### src/rtl/seven_seg_scan_driver.sv
`timescale 1ns/1ps
// Multiplexed seven-segment driver: hex or sequential-BCD decimal display with
// leading-zero blanking, overflow dash and a prescaled digit scan.
module seven_seg_scan_driver #(
  parameter int NUM_DIGITS  = 4,
  parameter int DATA_W      = 14,
  parameter int REFRESH_DIV = 100000,
  parameter int ACTIVE_LOW  = 1
) (
  input  logic                  clk,
  input  logic                  rst_n,
  input  logic [DATA_W-1:0]     value,
  input  logic                  load,
  input  logic                  hex_mode,
  input  logic                  blank_lz,
  output logic                  busy,
  output logic [6:0]            seg,
  output logic [NUM_DIGITS-1:0] an
);

  localparam int BCD_W  = 4 * NUM_DIGITS;
  localparam int DISP_W = 5 * NUM_DIGITS;
  localparam int PRE_W  = $clog2(REFRESH_DIV);
  localparam int IDX_W  = (NUM_DIGITS > 1) ? $clog2(NUM_DIGITS) : 1;
  localparam int CNT_W  = $clog2(DATA_W + 1);

  localparam logic [0:0] IDLE    = 1'b0;
  localparam logic [0:0] CONVERT = 1'b1;

  // Display symbols: 0..15 are hex digits, plus blank and dash.
  localparam logic [4:0] SYM_BLANK = 5'd16;
  localparam logic [4:0] SYM_DASH  = 5'd17;

  function automatic logic [BCD_W-1:0] add3(input logic [BCD_W-1:0] b);
    logic [BCD_W-1:0] r;
    r = b;
    for (int i = 0; i < NUM_DIGITS; i++) begin
      if (b[4*i +: 4] >= 4'd5) r[4*i +: 4] = b[4*i +: 4] + 4'd3;
    end
    return r;
  endfunction

  function automatic logic [DISP_W-1:0] build_disp(input logic [BCD_W-1:0] nib,
                                                   input logic ovf,
                                                   input logic blz);
    logic              seen;
    logic [DISP_W-1:0] d;
    seen = 1'b0;
    d    = '0;
    for (int i = NUM_DIGITS - 1; i >= 0; i--) begin
      if (nib[4*i +: 4] != 4'd0) seen = 1'b1;
      if (ovf)                          d[5*i +: 5] = SYM_DASH;
      else if (blz && !seen && (i != 0)) d[5*i +: 5] = SYM_BLANK;
      else                              d[5*i +: 5] = {1'b0, nib[4*i +: 4]};
    end
    return d;
  endfunction

  function automatic logic [6:0] seg_of(input logic [4:0] sym);
    logic [6:0] s;
    case (sym)
      5'd0:     s = 7'b0111111;
      5'd1:     s = 7'b0000110;
      5'd2:     s = 7'b1011011;
      5'd3:     s = 7'b1001111;
      5'd4:     s = 7'b1100110;
      5'd5:     s = 7'b1101101;
      5'd6:     s = 7'b1111101;
      5'd7:     s = 7'b0000111;
      5'd8:     s = 7'b1111111;
      5'd9:     s = 7'b1101111;
      5'd10:    s = 7'b1110111;
      5'd11:    s = 7'b1111100;
      5'd12:    s = 7'b0111001;
      5'd13:    s = 7'b1011110;
      5'd14:    s = 7'b1111001;
      5'd15:    s = 7'b1110001;
      SYM_DASH: s = 7'b1000000;
      default:  s = 7'b0000000;
    endcase
    return s;
  endfunction

  logic [0:0]           state;
  logic [CNT_W-1:0]     cnt;
  logic                 ovf;
  logic                 blz_lat;
  logic [DISP_W-1:0]    disp;
  logic [DATA_W-1:0]    sh;
  logic [BCD_W-1:0]     bcd;
  logic [PRE_W-1:0]     pre;
  logic [IDX_W-1:0]     idx;

  logic [DATA_W+BCD_W-1:0] ext;
  logic                    hex_ovf;
  logic [BCD_W-1:0]        bcd_adj;
  logic [BCD_W-1:0]        bcd_nxt;
  logic                    carry;
  logic                    last;
  logic                    pre_wrap;

  assign ext      = {{BCD_W{1'b0}}, value};
  assign hex_ovf  = |(ext >> BCD_W);
  assign bcd_adj  = add3(bcd);
  assign bcd_nxt  = {bcd_adj[BCD_W-2:0], sh[DATA_W-1]};
  // A bit shifted out of the top BCD digit means the value exceeds the display.
  assign carry    = bcd_adj[BCD_W-1];
  assign last     = (cnt == CNT_W'(DATA_W - 1));
  assign pre_wrap = (pre == PRE_W'(REFRESH_DIV - 1));
  assign busy     = (state == CONVERT);

  // Control: FSM, overflow flag, latched blanking and display register
  always_ff @(posedge clk or negedge rst_n) begin
    if (!rst_n) begin
      state   <= IDLE;
      cnt     <= '0;
      ovf     <= 1'b0;
      blz_lat <= 1'b1;
      disp    <= build_disp('0, 1'b0, 1'b1);
    end else begin
      case (state)
        IDLE: begin
          if (load) begin
            if (hex_mode) begin
              disp <= build_disp(ext[BCD_W-1:0], hex_ovf, blank_lz);
            end else begin
              state   <= CONVERT;
              cnt     <= '0;
              ovf     <= 1'b0;
              blz_lat <= blank_lz;
            end
          end
        end
        CONVERT: begin
          cnt <= cnt + 1'b1;
          ovf <= ovf | carry;
          if (last) begin
            disp  <= build_disp(bcd_nxt, ovf | carry, blz_lat);
            state <= IDLE;
          end
        end
        default: state <= IDLE;
      endcase
    end
  end

  // Datapath: shift-add-3 conversion registers
  always_ff @(posedge clk) begin
    if ((state == IDLE) && load && !hex_mode) begin
      sh  <= value;
      bcd <= '0;
    end else if (state == CONVERT) begin
      sh  <= sh << 1;
      bcd <= bcd_nxt;
    end
  end

  // Scan: prescaler and digit index
  always_ff @(posedge clk or negedge rst_n) begin
    if (!rst_n) begin
      pre <= '0;
      idx <= '0;
    end else begin
      pre <= pre_wrap ? '0 : pre + 1'b1;
      if (pre_wrap) idx <= (idx == IDX_W'(NUM_DIGITS - 1)) ? '0 : idx + 1'b1;
    end
  end

  // Output: select the scanned digit and apply polarity
  logic [4:0]            sym;
  logic [NUM_DIGITS-1:0] an_hi;
  logic [6:0]            seg_hi;

  always_comb begin
    sym   = SYM_BLANK;
    an_hi = '0;
    for (int i = 0; i < NUM_DIGITS; i++) begin
      if (idx == IDX_W'(i)) begin
        sym      = disp[5*i +: 5];
        an_hi[i] = 1'b1;
      end
    end
    seg_hi = seg_of(sym);
  end

  assign seg = (ACTIVE_LOW != 0) ? ~seg_hi : seg_hi;
  assign an  = (ACTIVE_LOW != 0) ? ~an_hi  : an_hi;

endmodule

### config.mk
export PLATFORM = sky130hd
export DESIGN_NAME = seven_seg_scan_driver
export DESIGN_NICKNAME = d
export VERILOG_FILES = /design/src/rtl/seven_seg_scan_driver.sv
export SDC_FILE = /design/constraint.sdc
export NUM_CORES = 1
export LEC_CHECK = 0
export ABC_CLOCK_PERIOD_IN_PS = 3750
export CAP_MARGIN = 15
export CORE_MARGIN = 10
export CORE_UTILIZATION = 57
export DETAILED_ROUTE_END_ITERATION = 10
export HOLD_SLACK_MARGIN = 0.1
export PLACE_DENSITY = 0.78
export SLEW_MARGIN = 20
export SYNTH_ARGS = -nofsm -noshare
export SYNTH_HDL_FRONTEND = slang
export SYNTH_SLANG_ARGS = --single-unit
export TNS_END_PERCENT = 20
### constraint.sdc
create_clock -name clk -period 3.75 [get_ports clk]
set_input_delay 0.75 -clock clk [delete_from_list [all_inputs] [get_ports clk]]
set_output_delay 0.75 -clock clk [all_outputs]
set_load 0.03 [all_outputs]
==> impl_results.md <==
* Total Power at 0.00387 W
* WS Path Type: reg -> out
* Max_cap viols at 0
* Reg2Reg Depth at 7
* CTS buffer count at 9
* Synthesis Warnings at 0
* IO Port Bufs at 30
* FMAX at 272 MHz
* Most frequent cells in the layout: 42 x dfrtp_1, 41 x nand2_1, 31 x nor2_1, 28 x o21ai_0, 27 x inv_1
* Die area at 0.0113 mm²
* RSZ-0062 raised after global routing: true
* Placed Cells incl. Taps at 557
* Clock transition at path regs at 0.08 ns
* DR vias at 3399
* Drc violations at 0
* Die Wd at 106 µm
* Max_slew headroom at 32.1%
* Drt initial violations at 248
* Antenna violations before repair at 0
* Leak at 2.12 nW
* Gr usage total at 17.8%
* Row cnt at 31
* Area growth syn-to-layout at 14.7%
* Vias per Instance at 5.93
* Synth Instances at 437
* Fin crit share at 98.0%
* Die height at 106 µm
* Async set-or-reset flop fraction in the synthesized netlist at 60.5%
* Core area at 0.00725 mm²
* Antenna-violating nets left at 0
* R2R Setup Slk at 1.42 ns
* Routed WL at 9670 µm
* Pre-CTS setup slack at -0.0907 ns
* Clock power share at 18.5%
* Root buf cell: clkbuf_8
* Met3 usage in global routing at 3.62%
* Worst slew pin tran at 1.02 ns
* Main synth FF type: dfrtp_1
* Grt total ovfl at 0
* Combinational share of power at 44.8%
* Clk sinks at 76
* Peak VDD IR at 0.432 mV
* Layout Cells excl Fill at 573
* Class of the worst hold path: in -> async
* Wire per inst at 16.9 µm
* Yosys cell types at 67
* Crit path DAT at 2.93 ns
* Layout cells sized above 1 at 14.1%
* Critical R2R Capture: disp[13]$_DFFE_PN0P_
* Final Max Slew Viols at 0
* Critical path startpoint: idx[1]$_DFFE_PN0N_
* Final Hold Fails at 0
* Required time of the critical path at 3.00 ns
* Final clock skew at 0.0117 ns
* Placed Area at 0.00462 mm²
* Pint at 0.00232 W
* Initial Utilization at 58.5%
* Switching power at 0.00155 W
* RD Place Congestion at 0.875
* Largest net degree at the start of global routing at 47
* Diode count at 0
* Final setup viols at 0
* Syn_nets at 477
* Mapped Avg Cell Area at 9.71 µm²
* Status: complete, no violations
* Io pins at 31
* Met2 usage at 28.6%
* Fin Setup TNS at 0 ns
* DR pass1 iterations at 5
* First-pass GRT wire length at 16800 µm
* Most Used Layer, Global Route: met2
* Post-synthesis sequential area ratio at 44.7%
* Fin worst setup slack at 0.0739 ns
* Layout Nets at 509
* Number of synthesized register bits at 76
* Vias in the first global route at 3449
* Flop pwr share at 36.7%
* Post-synth EDFFs at 14
* TritonCTS clock tree: built
* Clock latency at the later pin of the worst-skew pair at 0.35 ns
* Cell Area, Synth at 0.00424 mm²
* Switching part of the total at 40.1%
* Min Tclk post-route at 3.68 ns
* Post-route cell area at 0.00486 mm²
* Commonest non-fill, non-tap cell in the layout: dfrtp_1
* DP HPWL at 7180 µm
* Clk buf depth at 2
* Grt met1 use at 23.7%
* H-tree depth at 3
* Total power divided by cell area at 796 mW/mm²
* Setup crit end kind: primary output
* Startpoint types: flop
* Worst-path fanout max at 8
* Launch point of the worst reg-to-reg path: bcd[13]$_SDFFE_PP0P_
[routing by layer]
metal  wire (µm)  up-vias  share of wire [%]
met3         617       15                6.4
met1        4460     1641                 46
met2        4430      113                 46
met5           0        -                  0
li1            -     1630                  -
met4         156        0                1.6
[power by group through the flow]
| stage | Clock, W | Combinational (W) | Sequential (W) |
|---|---|---|---|
| floorplan | 0 | 0.00132 | 0.00134 |
| global placement | 0 | 0.00169 | 0.00141 |
| detailed placement | 0 | 0.00175 | 0.00142 |
| CTS | 0.000726 | 0.00174 | 0.00141 |
| global route | 0.000759 | 0.00196 | 0.00146 |
| finish | 0.000717 | 0.00174 | 0.00142 |
[how the worst max path moves through the flow]
| stage | to | slack [ns] |
|---|---|---|
| 2_1_floorplan | seg[3] | 0.29 |
| 3_3_place_gp | seg[4] | 0.08 |
| 3_5_place_dp | seg[5] | -0.09 |
| 4_1_cts | seg[4] | -0.14 |
| 5_1_grt | seg[3] | -0.14 |
| 6_report | seg[3] | 0.07 |
[cells by family after synthesis]
logic type	count (synthesis)	share of synthesized area, %
compound gates	113	18.2
simple gates	141	16.8
buf+inv	44	4.42
flops	76	44.7
fa+ha+maj	21	6.19
xor+xnor	20	4.13
mux	22	5.63
[state kept, by name (all words and copies together), names as in the netlist]
name / count
bcd: 16
blz_lat: 1
busy: 1
cnt: 4
disp: 20
idx: 2
ovf: 1
pre: 17
sh: 14
[synthesized netlist by cell type (all sizes together), types with 4 or more instances]
master,n,area (µm²)
dfrtp,42,1050
nand2,42,160
nor2,31,116
o21ai,31,159
inv,27,101
a21oi,25,125
ha,21,263
dfxtp,16,320
mux2,15,169
edfxtp,14,420
nand3,14,70.1
nor3,11,60.1
xnor2,11,96.3
nand2b,10,62.6
a22o,9,78.8
o22ai,9,62.6
xor2,9,78.8
buf,8,52.6
clkbuf,8,30.0
mux2i,7,70.1
a21o,6,45.0
nand4,6,37.5
a211oi,5,42.5
a221oi,5,56.3
o221ai,5,43.8
or2,5,33.8
dfstp,4,105
nor3b,4,30.0
[what timing repair did]
item                       in CTS  in global routing
hold buffers                    0                  0
setup endpoints to repair       4                  6
gates cloned                    0                  0
resized for setup               9                 16
setup buffers                   0                  0
[area by class of cell]
cell class | instances | area (µm²)
clock buffers | 12 | 156
clock inverters | 4 | 71.3
fillers | 592 | 2390
inverters | 28 | 105
multi-input cells | 317 | 2190
flip-flops and latches | 76 | 1900
well taps | 99 | 124
repair buffers | 37 | 325
[critical path, cell delays in order (launching register included)]
cell      delay, ns
dfrtp_1        0.41
inv_1          0.14
ha_2           0.33
nor2b_4        0.10
a221o_1        0.31
a22oi_1        0.18
buf_4          0.18
ha_1           0.25
nor3_1         0.24
a211oi_1       0.06
o21ai_0        0.18
buf_4          0.19
[through the flow]
stage / hold slack, ns / utilization [%]
after floorplan: 0.444 / -
after CTS: 0.502 / 66.9
after global routing: 0.434 / 67.1
final: 0.392 / 67.1
after detailed placement: 0.485 / 63.8
after global placement: 0.467 / 63.8
Power figures use the tool's default switching activity.
